$ cat config.mk
export PLATFORM = sky130hd
export DESIGN_NAME = score_led_ctrl_flat
export DESIGN_NICKNAME = d
export VERILOG_FILES = /design/src/rtl/score_led_ctrl_if.sv /design/src/rtl/score_led_ctrl.sv /design/src/flat_wrapper.sv
export SDC_FILE = /design/constraint.sdc
export NUM_CORES = 1
export LEC_CHECK = 0
export BUFFER_PORTS_ARGS = -buffer_cell sky130_fd_sc_hd__buf_2
export CAP_MARGIN = 20
export CORE_MARGIN = 4
export CORE_UTILIZATION = 35
export CTS_BUF_LIST = sky130_fd_sc_hd__clkbuf_16
export CTS_CLUSTER_DIAMETER = 30
export DETAILED_ROUTE_END_ITERATION = 10
export RECOVER_POWER = 100
export SLEW_MARGIN = 0
export SYNTH_ARGS = -nofsm -noshare
export SYNTH_HDL_FRONTEND = slang
export SYNTH_SLANG_ARGS = --single-unit
$ cat constraint.sdc
create_clock -name clk -period 2.3 [get_ports clk]
set_clock_uncertainty 0.15 [all_clocks]
set_input_delay 0.575 -clock clk [delete_from_list [all_inputs] [get_ports clk]]
set_output_delay 0.575 -clock clk [all_outputs]
set_load 0.01 [all_outputs]
$ cat src/rtl/score_led_ctrl_if.sv
// Signal bundle between the game input logic (master) and the score/LED
// sequencer (slave). Outputs of the sequencer come back to the master side.
interface score_led_ctrl_if;
  // start, hit and miss are single-cycle event pulses sampled on the rising
  // clock edge. There is no backpressure: a pulse the sequencer does not
  // accept in its current mode is dropped, never held or retried.
  logic       start;
  logic       hit;
  logic       miss;
  logic [1:0] leds_ctrl;
  logic [6:0] score;
  logic       game_over;
  logic [2:0] state_dbg;

  modport master (
    output start,
    output hit,
    output miss,
    input  leds_ctrl,
    input  score,
    input  game_over,
    input  state_dbg
  );

  modport slave (
    input  start,
    input  hit,
    input  miss,
    output leds_ctrl,
    output score,
    output game_over,
    output state_dbg
  );
endinterface

$ cat src/rtl/score_led_ctrl.sv
// Game sequencer for the LED display mux: tracks score and misses and steps
// the display through reset-code, live-score, win-blink and game-over modes.
module score_led_ctrl #(
  parameter int unsigned RESET_CYCLES = 4,
  parameter int unsigned BLINK_CYCLES = 2,
  parameter int unsigned WIN_SCORE    = 100,
  parameter int unsigned MAX_MISSES   = 3
) (
  input logic            clk,
  input logic            reset,
  score_led_ctrl_if.slave bus
);

  localparam int unsigned TMAX = (RESET_CYCLES > BLINK_CYCLES) ? RESET_CYCLES : BLINK_CYCLES;
  localparam int unsigned TW   = (TMAX > 1) ? $clog2(TMAX) : 1;
  localparam int unsigned MW   = $clog2(MAX_MISSES + 1);

  localparam logic [TW-1:0] T_RESET = TW'(RESET_CYCLES - 1);
  localparam logic [TW-1:0] T_BLINK = TW'(BLINK_CYCLES - 1);
  localparam logic [6:0]    WIN_S   = 7'(WIN_SCORE);
  localparam logic [MW-1:0] MAX_M   = MW'(MAX_MISSES);

  localparam logic [1:0] LEDS_OFF   = 2'd0;
  localparam logic [1:0] LEDS_ON    = 2'd1;
  localparam logic [1:0] LEDS_RESET = 2'd2;
  localparam logic [1:0] LEDS_SCORE = 2'd3;

  typedef enum logic [2:0] {
    IDLE       = 3'd0,
    SHOW_RESET = 3'd1,
    PLAY       = 3'd2,
    WIN        = 3'd3,
    LOSE       = 3'd4
  } state_t;

  state_t        state_q, state_d;
  logic [6:0]    score_q, score_d;
  logic [MW-1:0] miss_q,  miss_d;
  logic [TW-1:0] timer_q, timer_d;
  logic          blink_q, blink_d;
  logic [1:0]    leds_q,  leds_d;
  logic          over_q,  over_d;
  logic          go;

  // A start pulse is honoured everywhere except while the reset code is
  // already being shown; illegal encodings only recover to IDLE.
  assign go = bus.start && (state_q inside {IDLE, PLAY, WIN, LOSE});

  always_comb begin
    state_d = state_q;
    score_d = score_q;
    miss_d  = miss_q;
    timer_d = timer_q;
    blink_d = blink_q;

    if (go) begin
      state_d = SHOW_RESET;
      score_d = '0;
      miss_d  = '0;
      timer_d = T_RESET;
      blink_d = 1'b0;
    end else begin
      case (state_q)
        IDLE: ;
        SHOW_RESET: begin
          if (timer_q == '0) begin
            state_d = PLAY;
          end else begin
            timer_d = timer_q - TW'(1);
          end
        end
        PLAY: begin
          // A hit wins over a simultaneous miss; the miss is discarded.
          if (bus.hit) begin
            score_d = score_q + 7'd1;
            if ((score_q + 7'd1) == WIN_S) begin
              state_d = WIN;
              timer_d = T_BLINK;
              blink_d = 1'b0;
            end
          end else if (bus.miss) begin
            miss_d = miss_q + MW'(1);
            if ((miss_q + MW'(1)) == MAX_M) begin
              state_d = LOSE;
            end
          end
        end
        WIN: begin
          // blink_q = 0 is the lit half of the blink period.
          if (timer_q == '0) begin
            blink_d = ~blink_q;
            timer_d = T_BLINK;
          end else begin
            timer_d = timer_q - TW'(1);
          end
        end
        LOSE: ;
        default: begin
          state_d = IDLE;
          score_d = '0;
          miss_d  = '0;
          timer_d = '0;
          blink_d = 1'b0;
        end
      endcase
    end
  end

  // Outputs are decoded from the next state so they can be registered
  // without adding a cycle of latency.
  always_comb begin
    leds_d = LEDS_OFF;
    over_d = 1'b0;
    case (state_d)
      SHOW_RESET: leds_d = LEDS_RESET;
      PLAY:       leds_d = LEDS_SCORE;
      WIN: begin
        leds_d = blink_d ? LEDS_OFF : LEDS_ON;
        over_d = 1'b1;
      end
      LOSE: begin
        leds_d = LEDS_SCORE;
        over_d = 1'b1;
      end
      default:    leds_d = LEDS_OFF;
    endcase
  end

  always_ff @(posedge clk or posedge reset) begin
    if (reset) begin
      state_q <= IDLE;
      score_q <= '0;
      miss_q  <= '0;
      timer_q <= '0;
      blink_q <= 1'b0;
      leds_q  <= LEDS_OFF;
      over_q  <= 1'b0;
    end else begin
      state_q <= state_d;
      score_q <= score_d;
      miss_q  <= miss_d;
      timer_q <= timer_d;
      blink_q <= blink_d;
      leds_q  <= leds_d;
      over_q  <= over_d;
    end
  end

  assign bus.leds_ctrl = leds_q;
  assign bus.score     = score_q;
  assign bus.game_over = over_q;
  assign bus.state_dbg = state_q;

endmodule
$ cat src/flat_wrapper.sv
// flat-port wrapper written by rule: the top's interface ports become plain ports
module score_led_ctrl_flat 
#(
  parameter int unsigned RESET_CYCLES = 4,
  parameter int unsigned BLINK_CYCLES = 2,
  parameter int unsigned WIN_SCORE    = 100,
  parameter int unsigned MAX_MISSES   = 3
)
  (clk, reset, bus_start, bus_hit, bus_miss, bus_leds_ctrl, bus_score, bus_game_over, bus_state_dbg);
  score_led_ctrl_if bus_i ();
  input logic clk;
  input logic reset;
  input wire logic [$bits(bus_i.start)-1:0] bus_start;
  input wire logic [$bits(bus_i.hit)-1:0] bus_hit;
  input wire logic [$bits(bus_i.miss)-1:0] bus_miss;
  output wire logic [$bits(bus_i.leds_ctrl)-1:0] bus_leds_ctrl;
  output wire logic [$bits(bus_i.score)-1:0] bus_score;
  output wire logic [$bits(bus_i.game_over)-1:0] bus_game_over;
  output wire logic [$bits(bus_i.state_dbg)-1:0] bus_state_dbg;
  assign bus_i.start = bus_start;
  assign bus_i.hit = bus_hit;
  assign bus_i.miss = bus_miss;
  assign bus_leds_ctrl = bus_i.leds_ctrl;
  assign bus_score = bus_i.score;
  assign bus_game_over = bus_i.game_over;
  assign bus_state_dbg = bus_i.state_dbg;
  score_led_ctrl #(.RESET_CYCLES(RESET_CYCLES), .BLINK_CYCLES(BLINK_CYCLES), .WIN_SCORE(WIN_SCORE), .MAX_MISSES(MAX_MISSES)) u_core (.clk(clk), .reset(reset), .bus(bus_i));
endmodule
# == After elaboration in Yosys (flattened, before gate mapping) ==
# Cells that the tools add are included.
# classes
addsub,3
n_eq_ne,17
mux,28
n_bitwise,1
reduce_logical,13
# ops
operator,n
3-bit two-way mux,6
2-bit two-way mux,8
"3-bit by 2-bit != test with 1-bit output, second input constant",5
7-bit two-way mux,2
7-bit case mux with 2 select lines,1
"3-bit by 2-bit equality test with 1-bit output, second input constant",4
3-bit case mux with 3 select lines,1
2-bit case mux with 4 select lines,1
"7-bit by 1-bit adder with 7-bit output, second input constant",1
"7-bit equality test, second input constant",1
"3-bit by 1-bit equality test with 1-bit output, second input constant",2
"3-bit equality test, second input constant",2
1-bit two-way mux,6
2-bit case mux with 3 select lines,1
2-bit OR reduction,3
3-bit OR reduction,2
"2-bit by 1-bit != test with 1-bit output, second input constant",2
2-bit case mux with 2 select lines,1
4-bit AND reduction,1
4-bit nonzero test,1
4-bit OR reduction,1
3-bit logical NOT,1
1-bit case mux with 3 select lines,1
3-bit AND reduction,1
7 further kinds,7
# word_totals
reg_bits,18
in_bits,5
output_inout_bits,13
wordCells,69

# == Logic depth before layout (Yosys ltp) ==
# Gate-level depths: netlist of run 1.
# logic_depth
depth_word,10
mapped_depth,7
ltp_nobuf,7

# == Worst setup path before layout of run 1 ==
# OpenSTA, ideal clock, no wires.
# synth_path
path_type,input to register
startpoint,in bus_start
endpoint,reg u_core.score_q[5] (netlist: u_core.bus.score[5])
setup_ps,69
arrival_ps,1651
required_time_ps,2081
setup_slack_ps,430
cell_stages,7
path_buffers,2
cell_sequence,buf_6 -> nand2_4 -> a21oi_2 -> o21ai_2 -> buf_6 -> or4_1 -> nand3_1
# synth_via
elab_chain_cells,3
elab_cells_between_ends,5
cone_classes,2 x eq/ne; 1 x mux; 2 x reduce/logical
# synth_lines
item,line,source
from (decl),flat_wrapper.sv:13,input wire logic [$bits(bus_i.start)-1:0] bus_start;
1-bit logical AND (*),score_led_ctrl.sv:47,"assign go = bus.start && (state_q inside {IDLE, PLAY, WIN, LOSE});"
3-bit by 2-bit != test with 1-bit output (no line) / 2-bit by 1-bit != test with 1-bit output (equally long branches),-,
2-bit AND reduction (no line),-,
to (signal assigned),score_led_ctrl.sv:140,score_q <= score_d;
to (decl),score_led_ctrl.sv:37,"logic [6:0] score_q, score_d;"
# Every way passes the cells marked *; elsewhere a longest branch is shown, timed or not.
# A chain may end at the register's enable or synchronous reset.

# == Worst setup path after layout of run 1 ==
# layout_path
startpoint,reg u_core.score_q[0] (netlist: u_core.bus.score[0])
endpoint,reg u_core.leds_q[1] (netlist: u_core.bus.leds_ctrl[1])
# layout_via
elab_chain_cells,9
elab_cells_between_ends,12
cone_classes,1 x add/sub; 5 x eq/ne; 5 x mux; 1 x reduce/logical
# layout_lines
item,line,source
7-bit by 1-bit adder with 7-bit output (*),score_led_ctrl.sv:76,if ((score_q + 7'd1) == WIN_S) begin
7-bit equality test (*),score_led_ctrl.sv:76,
3-bit two-way mux (*),score_led_ctrl.sv:76,
3-bit two-way mux (*),score_led_ctrl.sv:74,if (bus.hit) begin
3-bit case mux with 3 select lines (*),score_led_ctrl.sv:63,case (state_q)
3-bit two-way mux (*),score_led_ctrl.sv:56,if (go) begin
net u_core.state_d[0],score_led_ctrl.sv:36,"state_t state_q, state_d;"
3-bit by 2-bit equality test with 1-bit output / 3-bit equality test (equally long branches),score_led_ctrl.sv:114,case (state_d)
2-bit OR reduction (no line),-,
2-bit case mux with 3 select lines (*),score_led_ctrl.sv:114,
net u_core.leds_d[1],score_led_ctrl.sv:41,"logic [1:0] leds_q, leds_d;"
to (signal assigned),score_led_ctrl.sv:144,leds_q <= leds_d;
to (decl),score_led_ctrl.sv:41,
# Mark *: on every way through the listed nets, which the timed path passes. The rest lies on a longest branch.

==> results.tsv, run 1 <==
stage	metric	value	unit
drt	vias post-DR	951	
logic_synthesis	sequential area share after synthesis	40.5	%
sta	period utilization	92.0	%
sta	Final Max Slew Viols	0	
floorplan	Die Wd	64.3	um
sta	Least-Margin Pin Slew	0.682	ns
sta	Final min period	2.12	ns
drt	drc violations	0	
final_layout	Finished Core Util	41.1	%
placement	PortBufs	17	
clocking	maximum clock insertion buffer count	2	
flow_run	max_cap viols	0	
drt	initial DRC count	61	
logic_synthesis	cells after synthesis	124	
drt	drt wl/cell	13.0	um
logic_synthesis	synth unique cells	38	
grt	initial antenna violation count	0	
sta	Final Hold Viols	0	
final_layout	most frequent cells in the layout	20 x nand2_1, 18 x dfrtp_1, 14 x o21ai_0, 13 x clkbuf_1, 8 x nand3_1	
clocking	CTS tree	yes	
drt	vias per cell	5.17	
final_layout	Area growth syn-to-layout	13.1	%
clocking	clock edge transition at the registers on the reported setup and hold paths	0.05	ns
logic_synthesis	synthesized net count	133	
clocking	total number of H-tree levels	1	
sta	Peak Freq	0.472	GHz
clocking	CTS-repair resized insts	0	
final_layout	commonest non-fill, non-tap cell in the layout	nand2_1	
critical_path	Critical Path AT	2.09	ns
critical_path	crit-path max FO	5	
clocking	Clk Latency, worst-skew pair	0.25	ns
grt	largest net degree at the start of global routing	19	
grt	Congestion Overflow GR	0	
logic_synthesis	Yosys warnings	0	
final_layout	FILL cells	336	
grt	GRT Total Usage	13.9	%
sta	RSZ-0062 raised after global routing	false	
placement	Final GP Congestion	0.855	
pwr	worst vdd ir	455	uV
logic_synthesis	Syn Area/Cell	8.96	sq um
clocking	number of buffers created by CTS	3	
critical_path	WP data required	2.27	ns
clocking	setup repair bufs after CTS	0	
sta	Max-slew headroom	54.5	%
final_layout	Nets	150	
sta	endpoints failing setup	0	
logic_synthesis	#FFs+latches synth	18	
drt	Routed WL	2400	um
placement	DPL Wire Length	1810	um
clocking	CTS Hold Buffers Added	0	
clocking	CTS root buffer	clkbuf_16	
floorplan	DIE AREA	0.00414	sq mm
status	status	complete, no violations	
critical_path	Worst Setup End Kind	flip-flop	
drt	final antenna-violating net count	0	
critical_path	CP startpoint kind	flip-flop	
final_layout	layout cells sized above 1	9.29	%
floorplan	Die Y	64.3	um
final_layout	ANT cells	0	
sta	Final TNS setup	0	ns
grt	vias in the first global route	975	
floorplan	row count	20	
floorplan	num ports	18	
floorplan	initial core utilization	36.4	%
worst_hold_path	worst hold path class	primary input to async pin	
pwr	pwr/cell area	1080	mW/mm^2
floorplan	core area	0.00305	sq mm
logic_synthesis	Post-Syn Area	0.00111	sq mm
critical_path	Crit Path Class	flip-flop to flip-flop	
drt	router iterations before antenna repair	4	
clocking	TritonCTS Sinks	18	
grt	first-pass GRT wire length	4490	um
pwr	leak pwr	0.578	nW
==> through the flow <==
| step | setup WS [ns] | hold slack [ns] | power [mW] | cell area [sq um] | cells |
|---|---|---|---|---|---|
| 2_1_floorplan | 0.430 | 0.334 | 0.928 | 1110 | 124 |
| 3_3_place_gp | 0.241 | 0.346 | 1.04 | 1210 | 180 |
| 3_5_place_dp | 0.222 | 0.364 | 1.05 | 1210 | 180 |
| 4_1_cts | 0.292 | 0.298 | 1.40 | 1290 | 184 |
| 5_1_grt | 0.0572 | 0.336 | 1.49 | 1260 | 184 |
| 6_report | 0.183 | 0.270 | 1.36 | 1260 | 184 |
==> layout make-up <==
type	instances	area [sq um]	area share, %
Clock buffer	3	75.1	5.98
Clock inverter	1	3.75	0.299
Inverter	7	26.3	2.09
Multi-Input combinational cell	94	577	45.9
Sequential cell	18	450	35.9
Tap cell	44	55.1	4.38
Timing Repair Buffer	17	68.8	5.48
==> synthesized netlist by cell type (all sizes together) <==
library cell / count / share of area, %
and3b: 1 / 0.79
mux2i: 3 / 2.7
a222oi: 1 / 0.90
a2bb2oi: 2 / 1.6
and2: 1 / 0.56
o31ai: 2 / 1.4
or2: 2 / 1.1
nand3: 8 / 3.6
nand4bb: 1 / 1.0
o21ai: 15 / 7.1
buf: 4 / 3.2
xnor2: 1 / 0.79
nand2: 21 / 7.8
nand2b: 2 / 1.1
nor3: 2 / 0.90
o2bb2ai: 1 / 0.79
and3: 2 / 1.1
ha: 4 / 4.5
dfrtp: 18 / 41
mux2: 1 / 1.0
or4: 2 / 1.4
clkbuf: 1 / 0.34
nor2b: 1 / 1.2
and2b: 4 / 2.7
inv: 7 / 2.4
nor4: 2 / 2.5
a21oi: 5 / 2.6
o22ai: 1 / 0.56
nand3b: 1 / 0.68
a21boi: 1 / 0.68
or3: 1 / 0.56
nor2: 6 / 2.0
==> layer usage <==
layer | wire length (um) | vias up | global-route usage, % | share of wire (%)
met3 | 130 | 5 | 3.69 | 5.4
met5 | 0 | - | 0 | 0
met4 | 48 | 0 | 7.12 | 2.0
met2 | 1140 | 19 | 22.2 | 48
met1 | 1070 | 458 | 17.1 | 45
li1 | - | 469 | - | -
==> worst paths after layout <==
kind / start / to / slack [ns] / depth (start not counted)
min reg2reg: u_core.miss_q[1] / u_core.miss_q[1] / 0.37 / 1
min: reset / u_core.bus.score[1] / 0.27 / 2
min in group clk: u_core.miss_q[1] / u_core.miss_q[1] / 0.37 / 1
max reg2reg: u_core.bus.score[0] / u_core.bus.leds_ctrl[1] / 0.18 / 6
max: u_core.bus.score[0] / u_core.bus.leds_ctrl[1] / 0.18 / 6
max in group asynchronous: reset / u_core.timer_q[0] / 1.30 / 2
==> flip-flops by register name (all words and copies together) (netlist names) <==
name	cells
u_core.bus.score	7
u_core.bus.state_dbg	3
u_core.bus.leds_ctrl	2
u_core.miss_q	2
u_core.timer_q	2
u_core.blink_q	1
u_core.bus.game_over	1
==> critical path, cell delays in order (launching register included) <==
cell and delay, ns:
dfrtp_1 0.40, ha_1 0.24, nand4bb_1 0.18, nor4_1 0.52
o2bb2ai_1 0.28, xnor2_1 0.16, nand2_1 0.06
==> cell families (layout without fill, tap and decap cells) <==
family	Yosys count	in the layout	share of synthesized area, %
and+or+nand+nor	57	57	29.1
AOI/OAI and AO/OA	28	28	15.5
DFF	18	18	40.5
buffers and inverters	12	28	5.86
adders and majority gates	4	4	4.50
muxes	4	4	3.72
xor gates and xnor gates	1	1	0.788
==> where the power goes <==
part,internal [mW],switching (mW),total [mW],leakage [nW]
sequential,0.397,0.0963,0.493,0.234
clock,0.231,0.117,0.348,0.0385
combinational,0.222,0.297,0.519,0.306
total,0.850,0.511,1.36,0.578
Power figures use the tool's default switching activity.
==> run 2: changes to the inputs <==
--- a/config.mk
+++ b/config.mk
@@ -13,6 +13,7 @@
 export CTS_CLUSTER_DIAMETER = 30
 export DETAILED_ROUTE_END_ITERATION = 10
 export RECOVER_POWER = 100
+export REMOVE_ABC_BUFFERS = 1
 export SLEW_MARGIN = 0
 export SYNTH_ARGS = -nofsm -noshare
 export SYNTH_HDL_FRONTEND = slang
==> run 2 against run 1 <==
  * Utilization increased by 0.12 points
  * Sequential cell count stayed put
  * Global-route usage down 0.46 points
  * Design area is 0.30% higher
  * Worst hold slack gained 0.0051 ns
  * Combinational power is essentially flat
  * Setup slack better by 0.10 ns
  * Critical path depth is 1 lower
==> results.tsv, run 2 (synthesis results as in run 1) <==
stage	metric	value	unit	change
drt	initial DRC count	91		+49%
clocking	CTS root buffer	clkbuf_16		
grt	first-pass GRT wire length	4380	um	-2.3%
sta	Max-slew headroom	54.0	%	-0.49 points
status	status	complete, no violations		
grt	vias in the first global route	951		-2.5%
critical_path	R2R Path End	u_core.bus.leds_ctrl[1]		
floorplan	core area	0.00305	sq mm	unchanged
floorplan	Die Y	64.3	um	unchanged
flow_run	max_cap viols	0		unchanged
critical_path	Critical Path AT	1.98	ns	-0.11 ns
clocking	CTS Hold Buffers Added	0		unchanged
sta	Least-Margin Pin Slew	0.689	ns	+0.00730 ns
grt	largest net degree at the start of global routing	19		unchanged
drt	Routed WL	2420	um	+1.0%
sta	RSZ-0062 raised after global routing	false		
worst_hold_path	worst hold path class	primary input to async pin		
sta	Final min period	2.02	ns	-0.101 ns
drt	drc violations	0		unchanged
clocking	number of buffers created by CTS	3		unchanged
critical_path	WP data required	2.26	ns	about the same
critical_path	CP endpoint	u_core.bus.leds_ctrl[1]		
grt	initial antenna violation count	0		unchanged
placement	Final GP Congestion	0.816		-4.6%
clocking	maximum clock insertion buffer count	2		unchanged
final_layout	layout cells sized above 1	10.0	%	+0.71 points
critical_path	Register-to-Register Setup Slack	0.28	ns	+0.10 ns
critical_path	R2R depth	5		-1
drt	drt wl/cell	13.2	um	+1.0%
floorplan	row count	20		unchanged
critical_path	Worst Setup End Kind	flip-flop		
final_layout	most frequent cells in the layout	20 x nand2_1, 18 x dfrtp_1, 14 x o21ai_0, 13 x clkbuf_1, 8 x nand3_1		
critical_path	reg2reg start	u_core.bus.state_dbg[1]		
sta	Peak Freq	0.496	GHz	+5.0%
clocking	setup repair bufs after CTS	0		unchanged
clocking	CTS tree	yes		
drt	vias per cell	5.16		-0.21%
sta	Final Max Slew Viols	0		unchanged
final_layout	ANT cells	0		unchanged
critical_path	crit path launch	u_core.bus.state_dbg[1]		
sta	Final Hold Viols	0		unchanged
grt	GRT Total Usage	13.4	%	-0.46 points
clocking	CTS-repair resized insts	0		unchanged
pwr	Total Power	1.37	mW	+0.46%
clocking	total number of H-tree levels	1		unchanged
floorplan	initial core utilization	36.4	%	unchanged
pwr	leak pwr	0.578	nW	about the same
clocking	TritonCTS Sinks	18		unchanged
clocking	Clk Latency, worst-skew pair	0.25	ns	about the same
placement	PortBufs	17		unchanged
pwr	pwr/cell area	1080	mW/mm^2	+0.16%
floorplan	num ports	18		unchanged
final_layout	commonest non-fill, non-tap cell in the layout	nand2_1		
clocking	clock edge transition at the registers on the reported setup and hold paths	0.06	ns	about the same
drt	vias post-DR	949		-0.21%
critical_path	CP startpoint kind	flip-flop		
final_layout	Area growth syn-to-layout	13.4	%	
grt	Congestion Overflow GR	0		unchanged
pwr	worst vdd ir	330	uV	-27%
critical_path	Crit Path Class	flip-flop to flip-flop		
drt	router iterations before antenna repair	4		unchanged
final_layout	Nets	150		unchanged
sta	Final TNS setup	0	ns	unchanged
sta	period utilization	87.7	%	-4.4 points
sta	endpoints failing setup	0		unchanged
final_layout	FILL cells	335		-0.30%
floorplan	Die Wd	64.3	um	unchanged
critical_path	crit-path max FO	14		+9
placement	DPL Wire Length	1790	um	-1.3%
final_layout	sequential cell area	450	sq um	unchanged
final_layout	area of the multi-input gates	581	sq um	+0.65%
drt	final antenna-violating net count	0		unchanged
final_layout	max reg flops	7		unchanged
floorplan	DIE AREA	0.00414	sq mm	unchanged
-- run 2: report_power, final --
group / internal (mW) / total (mW) / switching (mW) / leakage, nW
Sequential: 0.397 / 0.496 / 0.0989 / 0.234
Combinational: 0.224 / 0.520 / 0.296 / 0.306
Clock: 0.231 / 0.351 / 0.120 / 0.0385
Total: 0.852 / 1.37 / 0.515 / 0.578
-- run 2: stage by stage --
stage          setup WS [ns]  std cells  instance area, sq um  hold WS [ns]  util [%]
3_5_place_dp           0.263        180                  1210         0.359      39.7
4_1_cts                0.305        184                  1290         0.307      42.3
3_3_place_gp           0.273        180                  1210         0.344      39.7
2_1_floorplan          0.523        119                  1070         0.334         -
5_1_grt               0.0997        184                  1260         0.360      41.3
6_report               0.284        184                  1260         0.275      41.3
-- run 2: per-layer routing --
layer	GRT usage (%)	share of wire, %	vias up
li1	-	-	470
met1	17.3	47	454
met2	22.4	48	21
met3	2.81	4.1	4
met4	3.96	0.95	0
met5	0	0	-
-- run 2: critical path, cell delays in order, from the launching register on --
cell,delay (ns)
dfrtp_1,0.61
inv_1,0.15
nor4_1,0.48
o2bb2ai_1,0.26
xnor2_1,0.16
nand2_1,0.07
-- run 2: area by class of cell --
type                            instances  share of cell area [%]
Timing Repair Buffer                   17                    5.46
Inverter                                7                    2.09
Tap cell                               44                    4.37
Multi-Input combinational cell         94                    46.1
Clock inverter                          1                   0.298
Clock buffer                            3                    5.96
Sequential cell                        18                    35.7
-- run 2: how the worst min path moves through the flow --
stage | from | endpoint | slack [ns] | cells after the start
4_1_cts | reset | u_core.bus.score[2] | 0.31 | 2
3_5_place_dp | u_core.miss_q[1] | u_core.miss_q[1] | 0.36 | 1
5_1_grt | reset | u_core.bus.score[2] | 0.36 | 2
2_1_floorplan | u_core.miss_q[1] | u_core.miss_q[1] | 0.33 | 1
6_report | reset | u_core.bus.score[2] | 0.28 | 2
3_3_place_gp | u_core.miss_q[1] | u_core.miss_q[1] | 0.34 | 1
